## src/rtl/param_seq_detect_pkg.sv

```systemverilog
// seq_detect_pkg: shared constants for the parameterised sequence detector.
//   MODE_MOORE / MODE_MEALY : encodings of the M (output mode) input
//   OVL_ON / OVL_OFF        : encodings of the OVL (match mode) input
//   qw()                    : width of the Q progress output for a pattern length
package seq_detect_pkg;

    localparam logic MODE_MOORE = 1'b0;
    localparam logic MODE_MEALY = 1'b1;
    localparam logic OVL_ON     = 1'b1;
    localparam logic OVL_OFF    = 1'b0;

    function automatic int unsigned qw(input int unsigned seq_len);
        return $clog2(seq_len + 1);
    endfunction

endpackage

```

## src/rtl/param_seq_detect_if.sv

```systemverilog
// param_seq_detect_if: serial bit stream and detector outputs.
//   M, OVL        mode selects (Moore/Mealy, overlap on/off)
//   valid, X      qualified serial data bit
//   Q             current match progress, qw(SEQ_LEN) bits
//   Z             detect pulse
//   match_cnt     number of detections, CNT_W bits
// master = stimulus side, slave = detector side.
interface param_seq_detect_if
    import seq_detect_pkg::*;
#(
    parameter int unsigned SEQ_LEN = 6,
    parameter int unsigned CNT_W   = 8
);
    localparam int unsigned QW = qw(SEQ_LEN);

    logic             M;
    logic             OVL;
    logic             valid;
    logic             X;
    logic [QW-1:0]    Q;
    logic             Z;
    logic [CNT_W-1:0] match_cnt;

    modport master (output M, OVL, valid, X, input Q, Z, match_cnt);
    modport slave  (input M, OVL, valid, X, output Q, Z, match_cnt);

endinterface

```

## src/rtl/param_seq_detect_match_core.sv

```systemverilog
// seq_match_core: bit history, fill count, hit compare and prefix progress.
//   clk, reset  clock and synchronous active-high reset
//   valid, x    qualified serial data bit
//   ovl         1 = overlapping matches (history kept on a hit)
//   hit         accepted bit completes the pattern (combinational)
//   q           longest pattern prefix matching the tail of the stream
module seq_match_core
    import seq_detect_pkg::*;
#(
    parameter int unsigned         SEQ_LEN = 6,
    parameter logic [SEQ_LEN-1:0]  PATTERN = 6'b010110,
    parameter int unsigned         QW      = qw(SEQ_LEN)
) (
    input  logic          clk,
    input  logic          reset,
    input  logic          valid,
    input  logic          x,
    input  logic          ovl,
    output logic          hit,
    output logic [QW-1:0] q
);
    localparam int unsigned HW = SEQ_LEN - 1;

    logic [HW-1:0]      history;
    logic [QW-1:0]      fill;
    logic [SEQ_LEN-1:0] window;
    logic               full;
    logic [HW-1:0]      mask_k;
    logic [HW-1:0]      pref_k;

    assign window = {history, x};
    assign full   = (fill == QW'(HW));
    assign hit    = valid & ~reset & full & (window == PATTERN);

    always_ff @(posedge clk) begin
        if (reset) begin
            history <= '0;
            fill    <= '0;
        end else if (valid) begin
            history <= window[HW-1:0];
            if (hit && !ovl)
                fill <= '0;
            else if (!full)
                fill <= fill + QW'(1);
        end
    end

    // Scan prefix lengths upward; the last one that matches within the
    // fill count is the longest. Bits older than fill are never trusted.
    always_comb begin
        q      = '0;
        mask_k = '0;
        pref_k = '0;
        for (int unsigned k = 1; k <= HW; k++) begin
            mask_k = {HW{1'b1}} >> (HW - k);
            pref_k = HW'(PATTERN >> (SEQ_LEN - k));
            if ((QW'(k) <= fill) && (((history ^ pref_k) & mask_k) == '0))
                q = QW'(k);
        end
    end

endmodule

```

## src/rtl/param_seq_detect.sv

```systemverilog
// param_seq_detect: serial pattern detector with Moore/Mealy output and
// overlapping/non-overlapping match modes.
//   clk, reset  clock and synchronous active-high reset
//   bus         param_seq_detect_if.slave (M, OVL, valid, X in; Q, Z, match_cnt out)
// Optional feature: define SEQ_DETECT_CNT_EN to build the saturating
// match counter; otherwise match_cnt is tied to 0.
module param_seq_detect
    import seq_detect_pkg::*;
#(
    parameter int unsigned         SEQ_LEN = 6,
    parameter logic [SEQ_LEN-1:0]  PATTERN = 6'b010110,
    parameter int unsigned         CNT_W   = 8
) (
    input  logic                clk,
    input  logic                reset,
    param_seq_detect_if.slave   bus
);
    localparam int unsigned QW = qw(SEQ_LEN);

    logic          hit;
    logic          hit_q;
    logic [QW-1:0] q;

    seq_match_core #(
        .SEQ_LEN (SEQ_LEN),
        .PATTERN (PATTERN),
        .QW      (QW)
    ) u_core (
        .clk   (clk),
        .reset (reset),
        .valid (bus.valid),
        .x     (bus.X),
        .ovl   (bus.OVL == OVL_ON),
        .hit   (hit),
        .q     (q)
    );

    // Registered hit is kept in both modes so M only re-muxes Z.
    always_ff @(posedge clk) begin
        if (reset)
            hit_q <= 1'b0;
        else
            hit_q <= hit;
    end

    assign bus.Q = q;
    assign bus.Z = (bus.M == MODE_MEALY) ? hit : hit_q;

`ifdef SEQ_DETECT_CNT_EN
    logic [CNT_W-1:0] cnt;

    always_ff @(posedge clk) begin
        if (reset)
            cnt <= '0;
        else if (hit && (cnt != '1))
            cnt <= cnt + CNT_W'(1);
    end

    assign bus.match_cnt = cnt;
`else
    assign bus.match_cnt = {CNT_W{1'b0}};
`endif

endmodule

```

## src/flat_wrapper.sv

```systemverilog
// flat-port wrapper written by rule: the top's interface ports become plain ports
module param_seq_detect_flat import seq_detect_pkg::*;
#(
    parameter int unsigned         SEQ_LEN = 6,
    parameter logic [SEQ_LEN-1:0]  PATTERN = 6'b010110,
    parameter int unsigned         CNT_W   = 8
)
  (clk, reset, bus_M, bus_OVL, bus_valid, bus_X, bus_Q, bus_Z, bus_match_cnt);
  param_seq_detect_if #(.SEQ_LEN(SEQ_LEN), .CNT_W(CNT_W)) bus_i ();
  input  logic clk;
  input  logic reset;
  input wire logic [$bits(bus_i.M)-1:0] bus_M;
  input wire logic [$bits(bus_i.OVL)-1:0] bus_OVL;
  input wire logic [$bits(bus_i.valid)-1:0] bus_valid;
  input wire logic [$bits(bus_i.X)-1:0] bus_X;
  output wire logic [$bits(bus_i.Q)-1:0] bus_Q;
  output wire logic [$bits(bus_i.Z)-1:0] bus_Z;
  output wire logic [$bits(bus_i.match_cnt)-1:0] bus_match_cnt;
  assign bus_i.M = bus_M;
  assign bus_i.OVL = bus_OVL;
  assign bus_i.valid = bus_valid;
  assign bus_i.X = bus_X;
  assign bus_Q = bus_i.Q;
  assign bus_Z = bus_i.Z;
  assign bus_match_cnt = bus_i.match_cnt;
  param_seq_detect #(.SEQ_LEN(SEQ_LEN), .PATTERN(PATTERN), .CNT_W(CNT_W)) u_core (.clk(clk), .reset(reset), .bus(bus_i));
endmodule
```

## config.mk

```make
export PLATFORM = sky130hd
export DESIGN_NAME = param_seq_detect_flat
export DESIGN_NICKNAME = d
export VERILOG_FILES = /design/src/rtl/param_seq_detect_pkg.sv /design/src/rtl/param_seq_detect_if.sv /design/src/rtl/param_seq_detect_match_core.sv /design/src/rtl/param_seq_detect.sv /design/src/flat_wrapper.sv
export SDC_FILE = /design/constraint.sdc
export NUM_CORES = 1
export LEC_CHECK = 0
export BUFFER_PORTS_ARGS = -buffer_cell sky130_fd_sc_hd__buf_2
export CAP_MARGIN = 25
export CORE_MARGIN = 8
export CORE_UTILIZATION = 45
export CTS_BUF_LIST = sky130_fd_sc_hd__clkbuf_16
export CTS_CLUSTER_DIAMETER = 30
export DETAILED_ROUTE_END_ITERATION = 8
export GPL_ROUTABILITY_DRIVEN = 0
export PLACE_DENSITY_LB_ADDON = 0.12
export RECOVER_POWER = 25
export SYNTH_ARGS = -nofsm -noshare
export SYNTH_HDL_FRONTEND = slang
export SYNTH_SLANG_ARGS = --single-unit
```

## constraint.sdc

```tcl
create_clock -name clk -period 2.7 [get_ports clk]
set_clock_uncertainty 0.05 [all_clocks]
set_input_delay 0.54 -clock clk [delete_from_list [all_inputs] [get_ports clk]]
set_output_delay 0.54 -clock clk [all_outputs]
set_load 0.02 [all_outputs]
```

==> qor.yml, run 1 <==
status:
  status: "finished, final reports clean"
synthesis:
  synthAdderAreaFrac_pct: 6.19
  synth_top_area_cell: "dfxtp_1"
  synth_compound_area_share_pct: 10.5
  syn_avg_cell_area_um2: 8.92
  syn_inst: 68
  netlist_top_cells_count: "10 x buf_4, 9 x dfxtp_1, 7 x nor2_1, 5 x mux2i_1"
  yosys.area.top_type_share_pct: 29.7
  synth_most_common_cell: "buf_4"
  synth.area.top_cells: "dfxtp_1 30%, buf_4 12%, mux2i_1 8.2%, ha_1 6.2%, nor2_1 4.3%"
  async_flop_share_pct: 0
  synth_ff_type: "dfxtp_1"
  synth_edf_count: 0
  seq_area_frac_synth_pct: 29.7
  ys_types: 29
  yosys.area_share.simple_pct: 25.8
  ys_warn_count: 0
  synth_seq_cells: 9
  syn_area_um2: 607
  synth_xor_area_share_pct: 1.44
  muxShareOfSynthArea_pct: 10.1
  synth_top_family_by_area: "simple AND/OR/NAND/NOR gates"
cts:
  postCtsHoldBufs: 0
  clock-sinks: 9
  clock_latency_ps: 230
  post_cts.resized_instances: 0
  cts_buffers: 3
  cts.clk_slew.worst_paths_ps: 40
  cts_setup_buffers: 0
  h-tree-depth: 1
  clk_path_buf_depth: 2
  clockRootBuffer: "clkbuf_16"
  cts_tree: "built"
timing:
  slew_headroom_pct: 61.0
  tightest_slew_ps: 585
  slew_violations: 0
  max_freq_mhz: 439
  setup-tns-final_ps: 0
  period_minus_slack_ps: 2280
  setup_viol_count_final: 0
  rsz0062_at_grt: "false"
  fin_crit_sh_pct: 84.3
  hold_violations: 0
worst_setup_path:
  r2r_setup_slack_ps: 1490
  worstReg2RegEnd: "u_core.u_core.fill[2]$_SDFFE_PP0P_"
  path_max_fanout: 12
  arrival_ps: 1690
  cp-start-kind: "primary input"
  crit_type: "in2out"
  endpoint_kind: "primary output"
  startpoint: "bus_valid"
  r2r_start: "u_core.u_core.history[1]$_SDFFE_PP0P_"
  crit_required_ps: 2110
  crit_path_end: "bus_Z"
  ff2ff_path_depth: 3
cells_and_area:
  insertedDiodeCount: 0
  num-nets-final: 87
  drive_gt1_share_pct: 24.7
  final_core_util_pct: 54.0
  fin_area_um2: 694
  area_growth_pct: 14.4
power_and_ir_drop:
  total_power_w: 0.000458
  irDropWorstVdd_uv: 402
  p_per_area_nw_per_um2: 660
  p_leak_nw: 0.320
drt:
  drt_iter0_markers: 2
  drtAntennaViolNets: 0
  vias_per_cell: 5.05
  drt_first_pass_iters: 4
  wl_per_cell_um: 11.7
  wirelength_um: 1080
  drc: 0
  via_count: 465
floorplanning:
  core-area_um2: 1280
  fp-row-count: 13
  chipWidth_um: 52.7
  start_util_pct: 47.2
  ios: 18
  dieHeight_um: 52.7
  die-area_um2: 2780
place:
  place_hpwl_um: 801
  placed_area_um2: 617
  portBuffers: 9
global_routing:
  gr-total-overflow: 0
  antenna_found_initial: 0
  grt_pass1_wl_um: 1700
  track_usage_pct: 8.51
  grt_pass1_vias: 405
  grt_max_degree: 13
job:
  cap_violations: 0
min_path:
  hold_class: "reg2reg"
state kept, by name (all words and copies together), names as in the netlist:
signal	count
u_core.u_core.history	5
u_core.u_core.fill	3
u_core.hit_q	1
critical path, stage by stage:
cell and delay (ps):
clkbuf_1 440, nor2b_1 200, and4_4 220, mux2_2 130, buf_2 150
layer usage:
layer  GRT usage [%]  vias to the layer above  wire [µm]
met5               0                        -          0
met4            7.76                        0         30
met3            3.69                        3         88
met2            11.3                       14        452
met1            9.92                      206        508
li1                -                      242          -
logic make-up after synthesis:
family	count (synthesis)
multiplexers	6
AO/OA/AOI/OAI	9
flip-flops	9
buffers and inverters	15
XOR/XNOR	1
AND/OR/NAND/NOR	24
other	1
adder cells (fa/ha/maj)	3
power by group:
group          internal [W]  switching [W]  leakage (nW)
sequential         0.000139     0.00000994        0.0733
combinational     0.0000194      0.0000321         0.205
clock              0.000193      0.0000643        0.0423
cell usage in the layout, fill, tap and decap left out:
cell       n
nand4_1    2
or2_2      1
conb_1     8
and3_1     1
nand3_1    1
nor3b_1    2
nor2b_1    2
mux2_2     1
and2_2     1
clkbuf_1   1
o2bb2ai_1  1
nor4bb_1   1
xnor2_1    1
ha_1       3
inv_1      5
dfxtp_1    9
o21ai_0    1
and4bb_2   2
buf_2      8
nor3_1     1
nor2_1     7
a211o_2    1
a21oi_1    4
o221a_2    1
o2111ai_1  1
mux2i_1    5
nand2_1    1
and4_4     1
or4b_1     1
clkbuf_16  3
worst min-delay path by stage:
stage / start / end / slack [ps] / cells after the start
after CTS: u_core.u_core.history[4]$_SDFFE_PP0P_ / u_core.u_core.history[4]$_SDFFE_PP0P_ / 440 / 2
final: u_core.u_core.history[4]$_SDFFE_PP0P_ / u_core.u_core.history[4]$_SDFFE_PP0P_ / 440 / 2
after global routing: u_core.u_core.history[4]$_SDFFE_PP0P_ / u_core.u_core.history[4]$_SDFFE_PP0P_ / 450 / 2
after global placement: u_core.u_core.history[4]$_SDFFE_PP0P_ / u_core.u_core.history[4]$_SDFFE_PP0P_ / 430 / 2
after floorplan: u_core.u_core.history[4]$_SDFFE_PP0P_ / u_core.u_core.history[4]$_SDFFE_PP0P_ / 400 / 2
after detailed placement: u_core.u_core.history[4]$_SDFFE_PP0P_ / u_core.u_core.history[4]$_SDFFE_PP0P_ / 430 / 2
layout make-up:
class / instances / area [µm²]
flip-flops and latches: 9 / 180
well taps: 15 / 18.8
clock buffers: 3 / 75.1
clock inverters: 1 / 3.75
inverters: 4 / 15.0
repair buffers: 9 / 43.8
fillers: 133 / 591
multi-input cells: 51 / 358
through the flow:
stage / setup slack [ps] / hold slack, ps / cells
floorplan: 655 / 402 / 75
global placement: 547 / 431 / 88
global route: 325 / 449 / 92
finish: 424 / 441 / 92
CTS: 481 / 442 / 92
detailed placement: 533 / 433 / 88
No activity file was read; power rests on OpenSTA's default activity.
==> run 2, diff against run 1 <==
- CORE_UTILIZATION: 45 -> 43
- clock period: 2.7 -> 2 ns (I/O delays scaled with it)
==> run 2 against run 1 <==
  * First-iteration DRC count increased to 4.5 times the previous value
  * Final area increased by 9.0%
  * Non-clock buffer count increased by 5
  * Clock power increased by 34%
  * Routed wire length increased by 9.5%
  * Highest routed layer unchanged
  * Sequential power increased by 33%
  * Clock-buffer cell count unchanged
  * Combinational power increased by 58%
  * Core utilization increased by 3.4 points
  * Largest power group unchanged
  * Worst hold slack got worse by 53 ps
==> qor.yml, run 2 (synthesized netlist as in run 1, its figures left out) <==
worst_setup_path:
  cp-start-kind: "flop"
  critPathTopFamily: "simple AND/OR/NAND/NOR gates"
  r2r_setup_slack_ps: 820
  max_stage_delay_ps: 320
  worstReg2RegEnd: "u_core.u_core.fill[2]$_SDFFE_PP0P_"
  crit_required_ps: 1550
  cp_cell_sequence: "buf_4, and4bb_2, and4_4, mux2_2, buf_6"
  r2r_start: "u_core.u_core.fill[0]$_SDFFE_PP0P_"
  crit_type: "reg2out"
  critPathBufInv: 2
  cp_slowest_cell: "dfxtp_2"
  arrival_ps: 1500
  ff2ff_path_depth: 5
  endpoint_kind: "primary output"
  path_max_fanout: 4
floorplanning:
  chipWidth_um: 53.6
  dieHeight_um: 53.6
  core-area_um2: 1320
  die-area_um2: 2870
  start_util_pct: 46.1
  ios: 18
  fp-row-count: 13
cts:
  clock-sinks: 9
  clockRootBuffer: "clkbuf_16"
  h-tree-depth: 1
  clock_latency_ps: 240
  cts_tree: "built"
  clk_path_buf_depth: 2
  postCtsHoldBufs: 0
  cts_buffers: 3
  cts.clk_slew.worst_paths_ps: 40
timing:
  setup-tns-final_ps: 0
  slew_violations: 0
  setup_viol_count_final: 0
  fin_crit_sh_pct: 97.5
  period_minus_slack_ps: 1950
  hold_violations: 0
  max_freq_mhz: 513
  tightest_slew_ps: 600
  rsz0062_at_grt: "false"
  slew_headroom_pct: 60.0
global_routing:
  track_usage_pct: 9.91
  grt_max_degree: 12
  gr-total-overflow: 0
  grt_pass1_vias: 465
  use_met2_pct: 13.7
  gr-usage-met3_pct: 4.41
  grt_pass1_wl_um: 1970
  antenna_found_initial: 0
  grt_use_met1_pct: 10.8
  grt_busiest_layer: "met2"
place:
  placed_area_um2: 647
  place_hpwl_um: 875
  portBuffers: 9
drt:
  wl_per_cell_um: 12.2
  via_count: 475
  drt_iter0_markers: 9
  drt_first_pass_iters: 4
  wirelength_um: 1180
  vias_per_cell: 4.90
  drc: 0
  drtAntennaViolNets: 0
power_and_ir_drop:
  irDropWorstVdd_uv: 590
  comb_power_share_pct: 13.1
  p_sw_share_pct: 23.0
  power_switching_w: 0.000144
  clkPwrFrac_pct: 55.4
  p_per_area_nw_per_um2: 827
  seq_power_share_pct: 31.6
  p_int_w: 0.000482
  p_leak_nw: 0.350
cells_and_area:
  insertedDiodeCount: 0
  largest_reg_flops: 5
  final_common_cell: "conb_1"
  num-nets-final: 92
  drive_gt1_share_pct: 37.8
  area_growth_pct: 24.7
  fin_area_um2: 757
  top_regs: "u_core.u_core.history x5, u_core.u_core.fill x3, u_core.hit_q x1"
  top_register: "u_core.u_core.history"
  final_cell_mix: "8 x conb_1, 7 x nor2_1, 7 x buf_2"
  n_fill_cell: 126
status:
  status: "finished, final reports clean"
min_path:
  hold_start: "bus_X"
  hold_end: "u_core.u_core.history[0]$_SDFFE_PP0P_"
  min_path_cells: 3
  hold_class: "in2reg"
job:
  cap_violations: 0
[run 2: cell count changes in the layout (fill, tap and decap cells not counted), sizes merged]
cell  before  now
buf        8   13
[run 2: worst reg2reg max path, delay by kind of cell, from the launching register on]
| family | cells | cell delay [ps] |
|---|---|---|
| buf+inv | 1 | 140 |
| simple gates | 2 | 210 |
| fa+ha+maj | 1 | 200 |
| flops | 1 | 320 |
| compound gates | 1 | 140 |
[run 2: repair_timing]
action | 4_1_cts | 5_1_grt
gates resized for setup | 4 | 8
endpoints found under the setup margin | 2 | 2
buffers inserted | 0 | 1
pin swaps | 0 | 2
[run 2: layer usage]
| layer | wire length [µm] | vias to the layer above |
|---|---|---|
| li1 | - | 250 |
| met1 | 561 | 205 |
| met2 | 476 | 16 |
| met3 | 95 | 4 |
| met4 | 47 | 0 |
| met5 | 0 | - |
[run 2: worst max path at each step]
stage / end / start / depth (start not counted) / slack, ps
2_1_floorplan: bus_Q[1] / u_core.u_core.fill[0]$_SDFFE_PP0P_ / 5 / 100
3_3_place_gp: bus_Z / reset / 5 / 210
6_report: bus_Z / u_core.u_core.fill[0]$_SDFFE_PP0P_ / 5 / 50
4_1_cts: bus_Z / u_core.u_core.fill[0]$_SDFFE_PP0P_ / 5 / 8
5_1_grt: bus_Q[1] / u_core.u_core.fill[1]$_SDFFE_PP0P_ / 4 / 3
3_5_place_dp: bus_Q[1] / u_core.u_core.fill[1]$_SDFFE_PP0P_ / 4 / 200
[run 2: per-stage QoR]
stage / cells / hold WS [ps] / setup slack, ps / utilization, % / total power, W
after floorplan: 75 / 402 / 95.5 / - / 0.000271
after global placement: 92 / 421 / 212 / 49.1 / 0.000282
after detailed placement: 92 / 428 / 195 / 49.1 / 0.000281
after CTS: 96 / 386 / 7.79 / 55.6 / 0.000635
after global routing: 97 / 460 / 2.71 / 57.5 / 0.000656
final: 97 / 388 / 49.7 / 57.5 / 0.000626
[run 2: area by class of cell]
type	instances	area (µm²)	area share, %
Clock buffer	3	75.1	9.92
Clock inverter	1	3.75	0.496
Inverter	4	15.0	1.98
Multi-Input combinational cell	51	365	48.3
Sequential cell	9	191	25.3
Tap cell	15	18.8	2.48
Timing Repair Buffer	14	87.6	11.6
[run 2: power by group through the flow]
| stage | combinational, W | sequential (W) | clock, W |
|---|---|---|---|
| after floorplan | 0.0000727 | 0.000198 | 0 |
| after global placement | 0.0000811 | 0.000201 | 0 |
| after detailed placement | 0.0000808 | 0.000200 | 0 |
| after CTS | 0.0000814 | 0.000199 | 0.000355 |
| after global routing | 0.0000921 | 0.000199 | 0.000365 |
| final | 0.0000817 | 0.000198 | 0.000347 |
==> run 3, diff against run 2 <==
- CORE_UTILIZATION: 43 -> 44
- SYNTH_HIERARCHICAL: not set -> 1
==> run 3 against run 2 <==
  * Clock-buffer cell count stayed put
  * Synthesized cell count up 4.4%
  * Global-route usage increased by 0.63 points
  * Power shrank 0.16%
  * Clock power down 1%
  * Critical path type unchanged
  * Largest power group unchanged
  * Highest routed layer unchanged
==> qor.yml, run 3 <==
synthesis:
  synth_most_common_cell: "dfxtp_1"
  synth_edf_count: 0
  async_flop_share_pct: 0
  synth_seq_cells: 9
  synth_top_area_cell: "dfxtp_1"
  syn_avg_cell_area_um2: 8.69
  synth.area.top_cells: "dfxtp_1 29%, buf_4 9.7%, mux2i_1 8.1%, ha_1 6.1%, nor2b_1 4.1%"
  synth_ff_type: "dfxtp_1"
  seq_area_frac_synth_pct: 29.2
  syn_area_um2: 617
  ys_warn_count: 6
  netlist_top_cells_count: "9 x dfxtp_1, 8 x buf_4, 6 x nor2_1, 5 x mux2i_1, 4 x nor2b_1"
  ys_types: 30
  syn_inst: 71
  yosys.area.top_type_share_pct: 29.2
power_and_ir_drop:
  power_switching_w: 0.000143
  seq_power_share_pct: 31.7
  p_int_w: 0.000482
  p_sw_share_pct: 22.9
  clkPwrFrac_pct: 54.8
  irDropWorstVdd_uv: 633
  comb_power_share_pct: 13.4
  p_per_area_nw_per_um2: 803
  p_leak_nw: 0.361
timing:
  setup-tns-final_ps: 0
  period_minus_slack_ps: 1990
  tightest_slew_ps: 590
  rsz0062_at_grt: "true"
  hold_violations: 0
  max_freq_mhz: 503
  slew_headroom_pct: 60.7
  fin_crit_sh_pct: 99.4
  slew_violations: 0
  setup_viol_count_final: 0
drt:
  wirelength_um: 1250
  vias_per_cell: 5.01
  drt_iter0_markers: 2
  via_count: 501
  drt_first_pass_iters: 2
  wl_per_cell_um: 12.5
  drtAntennaViolNets: 0
  drc: 0
floorplanning:
  ios: 18
  die-area_um2: 2860
  chipWidth_um: 53.4
  core-area_um2: 1300
  dieHeight_um: 53.4
  fp-row-count: 13
  start_util_pct: 47.4
cells_and_area:
  area_growth_pct: 26.2
  top_regs: "u_core/u_core/history x5, u_core/u_core/fill x3, u_core/hit_q x1"
  top_register: "u_core/u_core/history"
  n_fill_cell: 125
  final_cell_mix: "8 x conb_1, 7 x buf_2, 6 x nor2_1, 6 x dfxtp_2"
  multi_input_area_um2: 390
  num-nets-final: 95
  insertedDiodeCount: 0
  final_common_cell: "conb_1"
  largest_reg_flops: 5
  register_area_um2: 188
  drive_gt1_share_pct: 35.3
  final_core_util_pct: 59.8
worst_setup_path:
  r2r_start: "u_core/u_core/history[4]$_SDFFE_PP0P_"
  r2r_setup_slack_ps: 720
  arrival_ps: 1540
  cp-start-kind: "flop"
  crit_required_ps: 1550
  worstReg2RegEnd: "u_core/hit_q$_SDFF_PP0_"
  path_max_fanout: 2
  ff2ff_path_depth: 4
  crit_type: "reg2out"
  endpoint_kind: "primary output"
place:
  place_hpwl_um: 881
  portBuffers: 9
cts:
  clock-sinks: 9
  clockRootBuffer: "clkbuf_16"
  h-tree-depth: 1
  cts.clk_slew.worst_paths_ps: 40
  cts_tree: "built"
  clk_path_buf_depth: 2
  clock_latency_ps: 230
  cts_buffers: 3
global_routing:
  track_usage_pct: 10.5
  grt_max_degree: 13
  grt_pass1_wl_um: 2240
  gr-total-overflow: 0
  grt_pass1_vias: 507
  antenna_found_initial: 0
min_path:
  hold_start: "bus_X"
  hold_class: "in2reg"
  min_path_cells: 3
  hold_end: "u_core/u_core/history[0]$_SDFFE_PP0P_"
job:
  cap_violations: 0
status:
  status: "finished, final reports clean"
[run 3: power by group through the flow]
stage	Sequential (W)	Clock [W]	Combinational (W)
floorplan	0.000196	0	0.0000701
global placement	0.000199	0	0.0000797
detailed placement	0.000199	0	0.0000804
CTS	0.000198	0.000351	0.0000836
global route	0.000200	0.000364	0.0000942
finish	0.000198	0.000343	0.0000840
[run 3: logic make-up after synthesis]
family,Yosys count,share of synthesized area [%]
flip-flops,9,29.2
buffers and inverters,15,14.6
AND/OR/NAND/NOR,26,27.8
other,1,0.608
AO/OA/AOI/OAI,11,11.2
adder cells (fa/ha/maj),3,6.09
multiplexers,6,10.5
[run 3: final cells by class]
| cell class | count | share of cell area, % |
|---|---|---|
| clock buffer | 3 | 9.65 |
| clock inverter | 1 | 0.482 |
| inverter | 3 | 1.45 |
| multi-input combinational | 54 | 50.2 |
| sequential | 9 | 24.1 |
| tap | 15 | 2.41 |
| timing repair buffer | 15 | 11.7 |
[run 3: metal layers]
layer	GRT usage [%]	wire length [µm]	vias up
met5	0	0	-
met4	5.04	16	0
met3	3.92	111	2
met2	15.8	552	16
met1	12.9	574	223
li1	-	-	260
[run 3: how the worst max path moves through the flow]
stage | startpoint | depth (start not counted) | end
finish | u_core/u_core/history[4]$_SDFFE_PP0P_ | 5 | bus_Z
global route | u_core/u_core/history[4]$_SDFFE_PP0P_ | 5 | bus_Z
CTS | u_core/u_core/history[2]$_SDFFE_PP0P_ | 5 | bus_Z
detailed placement | u_core/u_core/history[1]$_SDFFE_PP0P_ | 5 | bus_Z
global placement | u_core/u_core/fill[0]$_SDFFE_PP0P_ | 5 | bus_Z
floorplan | u_core/u_core/fill[0]$_SDFFE_PP0P_ | 5 | bus_Q[1]
[run 3: per-stage QoR]
stage	instance area [µm²]	instances	total power, W	setup WS, ps	hold WS, ps
CTS	769	100	0.000633	-75.7	410
global route	778	100	0.000658	-94.9	451
global placement	658	94	0.000278	206	435
finish	778	100	0.000625	12.6	405
detailed placement	658	94	0.000279	189	447
floorplan	643	78	0.000267	321	403
[run 3: critical path, cell delays in order, from the launching register on]
cell	delay [ps]
dfxtp_2	310
and4bb_4	320
nand4_1	100
nor4b_2	270
mux2_4	200
buf_6	110
[run 3: repair_timing]
action,in CTS,in global routing
setup buffers,2,0
setup endpoints to repair,2,3
resized for setup,7,5
hold buffers,0,0
pin swaps,3,3
